--- config.mk ---
export PLATFORM = sky130hd
export DESIGN_NAME = sync_fifo_write_arbiter_flat
export DESIGN_NICKNAME = d
export VERILOG_FILES = /design/src/rtl/sync_fifo_write_arbiter_if.sv /design/src/rtl/sync_fifo_write_arbiter.sv /design/src/flat_wrapper.sv
export SDC_FILE = /design/constraint.sdc
export NUM_CORES = 1
export LEC_CHECK = 0
export BUFFER_PORTS_ARGS = -buffer_cell sky130_fd_sc_hd__clkbuf_2
export CORE_MARGIN = 2
export CORE_UTILIZATION = 30
export CTS_CLUSTER_SIZE = 14
export DETAILED_ROUTE_END_ITERATION = 12
export PLACE_DENSITY_LB_ADDON = 0.25
export SLEW_MARGIN = 25
export SYNTH_ARGS = -nofsm -noshare
export SYNTH_HDL_FRONTEND = slang
export SYNTH_SLANG_ARGS = --single-unit
--- constraint.sdc ---
create_clock -name clock -period 3.95 [get_ports clock]
set_input_delay 0.395 -clock clock [delete_from_list [all_inputs] [get_ports clock]]
set_output_delay 0.395 -clock clock [all_outputs]
set_load 0.02 [all_outputs]
--- src/rtl/sync_fifo_write_arbiter_if.sv ---
// Producer/FIFO-side bundle for sync_fifo_write_arbiter.
// The master modport is the environment: producers, the consumer strobe and the status observers.
// The slave modport is the arbiter itself.
interface sync_fifo_write_arbiter_if #(
  parameter int NUM_REQ    = 4,
  parameter int DATA_WIDTH = 8,
  parameter int DEPTH_BITS = 8
);
  localparam int ID_W = $clog2(NUM_REQ);

  logic [NUM_REQ-1:0]            req_valid;
  logic [NUM_REQ*DATA_WIDTH-1:0] req_data;
  logic [NUM_REQ-1:0]            req_ready;
  logic                          fifo_write_enable;
  logic [DATA_WIDTH-1:0]         fifo_data_in;
  logic                          fifo_read_enable;
  logic [ID_W-1:0]               grant_id;
  logic [DEPTH_BITS:0]           occupancy;
  logic                          full;
  logic                          empty;
  logic                          underrun_seen;

  modport master (
    output req_valid, req_data, fifo_read_enable,
    input  req_ready, fifo_write_enable, fifo_data_in, grant_id,
           occupancy, full, empty, underrun_seen
  );

  modport slave (
    input  req_valid, req_data, fifo_read_enable,
    output req_ready, fifo_write_enable, fifo_data_in, grant_id,
           occupancy, full, empty, underrun_seen
  );
endinterface

--- src/rtl/sync_fifo_write_arbiter.sv ---
// Round-robin arbiter sharing the single write port of a sync FIFO among NUM_REQ producers.
// A local occupancy count replaces the missing FIFO full flag, so no write can overrun the FIFO.
// Optional burst mode: define SYNC_FIFO_ARB_BURST_EN to let a winner keep the grant for up to
// MAX_BURST consecutive beats (ARB_HOLD state). Without the macro the grant rotates every beat.
module sync_fifo_write_arbiter #(
  parameter int NUM_REQ    = 4,
  parameter int DATA_WIDTH = 8,
  parameter int DEPTH_BITS = 8,
  parameter int MAX_BURST  = 4
) (
  input  logic                    clock,
  input  logic                    reset_n,
  sync_fifo_write_arbiter_if.slave bus
);
  localparam int ID_W   = $clog2(NUM_REQ);
  localparam int BEAT_W = $clog2(MAX_BURST + 1);
  localparam logic [DEPTH_BITS:0] CAP = (DEPTH_BITS + 1)'((1 << DEPTH_BITS) - 1);

`ifdef SYNC_FIFO_ARB_BURST_EN
  localparam bit BURST_EN = 1'b1;
`else
  localparam bit BURST_EN = 1'b0;
`endif

  typedef enum logic [0:0] {ARB_IDLE, ARB_HOLD} arb_state_t;

  arb_state_t          state, state_next;
  logic [BEAT_W-1:0]   beat_count, beat_next;
  logic [ID_W-1:0]     rr_ptr, grant_id, winner, idx;
  logic [NUM_REQ-1:0]  ready;
  logic                found, can_accept;
  logic                write_enable, underrun_seen, full, empty;
  logic [DATA_WIDTH-1:0] data_in;
  logic [DEPTH_BITS:0] occupancy, occ_next;

  // Conservative space check: a write already in flight counts as occupied, a same-cycle read does not.
  assign can_accept = (occupancy + (DEPTH_BITS + 1)'(write_enable)) < CAP;

  // Pick a winner (held producer in ARB_HOLD, round-robin search otherwise) and compute the next FSM state.
  always_comb begin
    ready      = '0;
    found      = 1'b0;
    winner     = '0;
    idx        = '0;
    state_next = state;
    beat_next  = beat_count;
    if (reset_n && can_accept) begin
      if (state == ARB_HOLD) begin
        if (bus.req_valid[grant_id]) begin
          found  = 1'b1;
          winner = grant_id;
        end
      end else begin
        for (int k = 0; k < NUM_REQ; k++) begin
          idx = ID_W'((int'(rr_ptr) + k) % NUM_REQ);
          if (!found && bus.req_valid[idx]) begin
            found  = 1'b1;
            winner = idx;
          end
        end
      end
    end
    if (found) ready[winner] = 1'b1;
    case (state)
      ARB_IDLE: begin
        if (BURST_EN && found && MAX_BURST > 1) begin
          state_next = ARB_HOLD;
          beat_next  = BEAT_W'(1);
        end
      end
      ARB_HOLD: begin
        if (!found || (int'(beat_count) + 1) >= MAX_BURST) begin
          state_next = ARB_IDLE;
          beat_next  = '0;
        end else begin
          beat_next = beat_count + 1'b1;
        end
      end
      default: begin
        state_next = ARB_IDLE;
        beat_next  = '0;
      end
    endcase
  end

  // Next occupancy: a registered write adds a word, a read removes one only if a word is held.
  always_comb begin
    occ_next = occupancy;
    if (write_enable && !(bus.fifo_read_enable && occupancy != '0))
      occ_next = occupancy + 1'b1;
    else if (!write_enable && bus.fifo_read_enable && occupancy != '0)
      occ_next = occupancy - 1'b1;
  end

  // Registered write port, grant bookkeeping, occupancy flags and FSM state.
  always_ff @(posedge clock) begin
    if (!reset_n) begin
      state         <= ARB_IDLE;
      beat_count    <= '0;
      rr_ptr        <= '0;
      grant_id      <= '0;
      write_enable  <= 1'b0;
      data_in       <= '0;
      occupancy     <= '0;
      full          <= 1'b0;
      empty         <= 1'b1;
      underrun_seen <= 1'b0;
    end else begin
      state        <= state_next;
      beat_count   <= beat_next;
      write_enable <= found;
      if (found) begin
        data_in  <= bus.req_data[int'(winner) * DATA_WIDTH +: DATA_WIDTH];
        grant_id <= winner;
        rr_ptr   <= (winner == ID_W'(NUM_REQ - 1)) ? '0 : winner + 1'b1;
      end
      occupancy <= occ_next;
      full      <= (occ_next == CAP);
      empty     <= (occ_next == '0);
      if (bus.fifo_read_enable && occupancy == '0) underrun_seen <= 1'b1;
    end
  end

  assign bus.req_ready         = ready;
  assign bus.fifo_write_enable = write_enable;
  assign bus.fifo_data_in      = data_in;
  assign bus.grant_id          = grant_id;
  assign bus.occupancy         = occupancy;
  assign bus.full              = full;
  assign bus.empty             = empty;
  assign bus.underrun_seen     = underrun_seen;
endmodule

--- src/flat_wrapper.sv ---
// flat-port wrapper written by rule: the top's interface ports become plain ports
module sync_fifo_write_arbiter_flat 
#(
  parameter int NUM_REQ    = 4,
  parameter int DATA_WIDTH = 8,
  parameter int DEPTH_BITS = 8,
  parameter int MAX_BURST  = 4
)
  (clock, reset_n, bus_req_valid, bus_req_data, bus_fifo_read_enable, bus_req_ready, bus_fifo_write_enable, bus_fifo_data_in, bus_grant_id, bus_occupancy, bus_full, bus_empty, bus_underrun_seen);
  sync_fifo_write_arbiter_if #(.NUM_REQ(NUM_REQ), .DATA_WIDTH(DATA_WIDTH), .DEPTH_BITS(DEPTH_BITS)) bus_i ();
  input  logic clock;
  input  logic reset_n;
  input wire logic [$bits(bus_i.req_valid)-1:0] bus_req_valid;
  input wire logic [$bits(bus_i.req_data)-1:0] bus_req_data;
  input wire logic [$bits(bus_i.fifo_read_enable)-1:0] bus_fifo_read_enable;
  output wire logic [$bits(bus_i.req_ready)-1:0] bus_req_ready;
  output wire logic [$bits(bus_i.fifo_write_enable)-1:0] bus_fifo_write_enable;
  output wire logic [$bits(bus_i.fifo_data_in)-1:0] bus_fifo_data_in;
  output wire logic [$bits(bus_i.grant_id)-1:0] bus_grant_id;
  output wire logic [$bits(bus_i.occupancy)-1:0] bus_occupancy;
  output wire logic [$bits(bus_i.full)-1:0] bus_full;
  output wire logic [$bits(bus_i.empty)-1:0] bus_empty;
  output wire logic [$bits(bus_i.underrun_seen)-1:0] bus_underrun_seen;
  assign bus_i.req_valid = bus_req_valid;
  assign bus_i.req_data = bus_req_data;
  assign bus_i.fifo_read_enable = bus_fifo_read_enable;
  assign bus_req_ready = bus_i.req_ready;
  assign bus_fifo_write_enable = bus_i.fifo_write_enable;
  assign bus_fifo_data_in = bus_i.fifo_data_in;
  assign bus_grant_id = bus_i.grant_id;
  assign bus_occupancy = bus_i.occupancy;
  assign bus_full = bus_i.full;
  assign bus_empty = bus_i.empty;
  assign bus_underrun_seen = bus_i.underrun_seen;
  sync_fifo_write_arbiter #(.NUM_REQ(NUM_REQ), .DATA_WIDTH(DATA_WIDTH), .DEPTH_BITS(DEPTH_BITS), .MAX_BURST(MAX_BURST)) u_core (.clock(clock), .reset_n(reset_n), .bus(bus_i));
endmodule
==> summary.md <==
| Metric | Value |
|---|---|
| GRT Residual Overflow | 0 |
| Drt pass-1 iters | 5 |
| Synth cell types | 47 |
| Async S/R FF share, synth | 0 |
| Core area | ~6700 µm² |
| Worst setup path class | flop to primary output |
| Top post-synthesis cells by area | dfxtp_1 (28%), mux2i_1 (6.9%), ha_1 (5.5%) |
| Die Y-Extent | just under 90 µm |
| CTS max path bufs | 2 |
| Clk_lat worst skew | roughly 0.28 ns |
| Sink Count | 29 |
| Largest fanout on the critical path | 19 |
| Main synth FF type | dfxtp_1 |
| Final Hold Viols | 0 |
| Non-filler cells, final | between 300 and 400 |
| Routability Congestion | between 0.8 and 0.9 |
| Clk_skew | approximately 0.0084 ns |
| Slew headroom | 0.646 |
| Die area | 7490 µm² |
| Total design power | ~1.4 mW |
| Slew @ Worst Pin | roughly 0.53 ns |
| Number of routed nets with antenna violations | 0 |
| Post-CTS setup buffers | 0 |
| Reg2reg setup slack | 1.11 ns |
| Final setup fails | 0 |
| Peak supply drop | about 0.20 mV |
| FF-to-FF path depth | 7 |
| Synth top cells by count | dfxtp_1 (29), nand2_1 (29), o21ai_0 (15) |
| Port Buffers | 65 |
| Synth Net Count | approximately 300 |
| Root Driver | clkbuf_8 |
| Total CTS buffers | 5 |
| Initial Util | 0.306 |
| Crit path from | u_core.bus.fifo_write_enable |
| Number of synthesized flops with an enable pin | 0 |
| Synth-to-Final Area Change | 24.2% |
| #FFs+latches synth | 29 |
| GRT Total Usage | 0.140 |
| Share of the synthesized area in the top cell type | 0.284 |
| Yosys top cell by area | dfxtp_1 |
| Global-route wire length before repair | 8.56 mm |
| Setup Total Neg Slack | 0 ns |
| Mean post-synth cell area | ~8 µm² |
| CTS hold repair buffers | 0 |
| CP Capture Point | bus_req_ready[0] |
| Die Wd | between 80 and 90 µm |
| Leak | 1.11 nW |
| DRC viols | 0 |
| CP Launch Type | flop |
| CTS tree | done |
| Number of antenna violations at the first check in global routing | 0 |
| Synthesis Warnings | 0 |
| Unrepaired setup endpoints after global routing | no |
| PD cells | between 500 and 600 nW/µm² |
| Starting DRC count in detailed routing | 93 |
| FMAX | 284 MHz |
| Vias in the first global route | 1,765 |
| Final WL | 5.02 mm |
| Largest net degree at the start of global routing | 20 |
| HPWL Detailed | about 3.9 mm |
| Number of cells upsized or downsized after cts | 0 |
| Cells after synthesis | ~250 |
| Wirelength per Cell | ~13 µm |
| Register area share after synthesis | 0.284 |
| Vias per inst | between 5 and 6 |
| Max-Cap Viols | 0 |
| Row cnt | 30 |
| Boundary pin count | between 60 and 70 |
| Status | completed |
| Via Count | slightly below 2,000 |
| Pins Over Slew Limit | 0 |
| Critical Path AT | 3.13 ns |
| FF-to-FF Start | u_core.bus.occupancy[5] |
| Ant diodes | 0 |
| Syn Std Cell Area | approximately 2000 µm² |
| Crit path capture type | primary output |
| CTS H-tree depth | 2 |
| Proportion of layout cells with a drive suffix above 1 | 0.302 |
| RR Endpoint | u_core.bus.full |
| Placed Instances | approximately 380 |
| Tcrit/Tclk final | 0.891 |
| Fin crit period | around 3.5 ns |
| NumNets Final | about 360 |
| Hold Path Class | flop to flop |
| Worst EP required | around 3.6 ns |
| Worst-path clk slew | 0.06 ns |
-- placed cells by master, fill, tap and decap left out, types with 2 or more instances in the layout --
| master | synthesis | layout |
|---|---|---|
| nor3_1 | 5 | 5 |
| and3_1 | 2 | 2 |
| xnor2_1 | 4 | 4 |
| and2_1 | 9 | 9 |
| clkbuf_8 | 0 | 6 |
| o211ai_1 | 9 | 9 |
| nand3_1 | 6 | 6 |
| inv_1 | 11 | 11 |
| o22ai_1 | 2 | 2 |
| xor2_1 | 2 | 2 |
| mux2_2 | 8 | 8 |
| o221ai_1 | 2 | 2 |
| o32ai_1 | 3 | 2 |
| dfxtp_1 | 29 | 29 |
| nor2_1 | 13 | 13 |
| a31o_2 | 2 | 2 |
| nor2b_1 | 2 | 2 |
| nand2_1 | 29 | 29 |
| nor3b_1 | 5 | 5 |
| o31ai_1 | 3 | 3 |
| clkbuf_2 | 0 | 65 |
| a31oi_1 | 3 | 3 |
| a21oi_1 | 13 | 13 |
| a32o_1 | 2 | 2 |
| nand2b_1 | 7 | 7 |
| buf_4 | 0 | 4 |
| mux2i_1 | 14 | 14 |
| o21ai_0 | 15 | 15 |
| nand4_1 | 6 | 6 |
| ha_1 | 9 | 9 |
| or3_1 | 3 | 3 |
-- critical path, cell delays in order (launching register included) --
cell,delay [ns]
dfxtp_1,0.57
ha_1,0.25
ha_1,0.26
a31o_2,0.21
a32o_1,0.20
a2111o_1,0.44
a221oi_2,0.33
buf_4,0.26
and2_1,0.17
clkbuf_2,0.17
-- cells by family (layout without fill, tap and decap cells) --
family	count (synthesis)	count (layout)	share of synthesized area
DFF	29	29	0.284
buffers and inverters	28	88	0.0612
and+or+nand+nor	93	93	0.235
AOI/OAI and AO/OA	63	63	0.221
adders and majority gates	9	9	0.0551
muxes	23	23	0.118
xor gates and xnor gates	6	6	0.0257
-- where the power goes --
group	switching [mW]	internal [mW]	total [mW]
sequential	0.0788	0.348	0.427
clock	0.116	0.205	0.322
combinational	0.356	0.266	0.622
total	0.551	0.819	1.37
-- per-layer routing --
metal,global-route usage,wire length [µm]
met1,0.192,2440
met2,0.214,2150
met3,0.0457,375
met5,0,0
met4,0.0341,52
-- per-stage QoR --
stage	utilization	worst slack [ns]	area [µm²]	hold slack, ns
4_1_cts	0.380	0.439	2540	0.464
2_1_floorplan	-	0.668	2040	0.471
3_3_place_gp	0.363	0.817	2420	0.443
3_5_place_dp	0.363	0.753	2420	0.455
6_report	0.380	0.429	2540	0.461
5_1_grt	0.380	0.245	2540	0.482
-- final cells by class --
class                   instances  area [µm²]
fillers                       729        4140
multi-input cells             194        1350
flip-flops and latches         29         581
repair buffers                 69         355
well taps                      80         100
clock buffers                   7        86.3
inverters                      11        41.3
clock inverters                 1        30.0
-- registers in the layout (all words and copies together), names as in the netlist --
name,flops
u_core.beat_count,3
u_core.bus.empty,1
u_core.bus.fifo_data_in,8
u_core.bus.fifo_write_enable,1
u_core.bus.full,1
u_core.bus.grant_id,2
u_core.bus.occupancy,9
u_core.bus.underrun_seen,1
u_core.rr_ptr,2
u_core.state,1
-- worst min-delay path by stage --
stage,start,to,slack (ns),cells after the start
after global routing,u_core.bus.fifo_data_in[1],u_core.bus.fifo_data_in[1],0.48,2
after floorplan,u_core.beat_count[0],u_core.beat_count[0],0.47,2
final,u_core.bus.fifo_data_in[5],u_core.bus.fifo_data_in[5],0.46,2
after CTS,u_core.bus.fifo_data_in[1],u_core.bus.fifo_data_in[1],0.46,2
after detailed placement,u_core.bus.fifo_data_in[1],u_core.bus.fifo_data_in[1],0.46,2
after global placement,u_core.bus.fifo_data_in[4],u_core.bus.fifo_data_in[4],0.44,2
No activity file was read; power rests on OpenSTA's default activity.
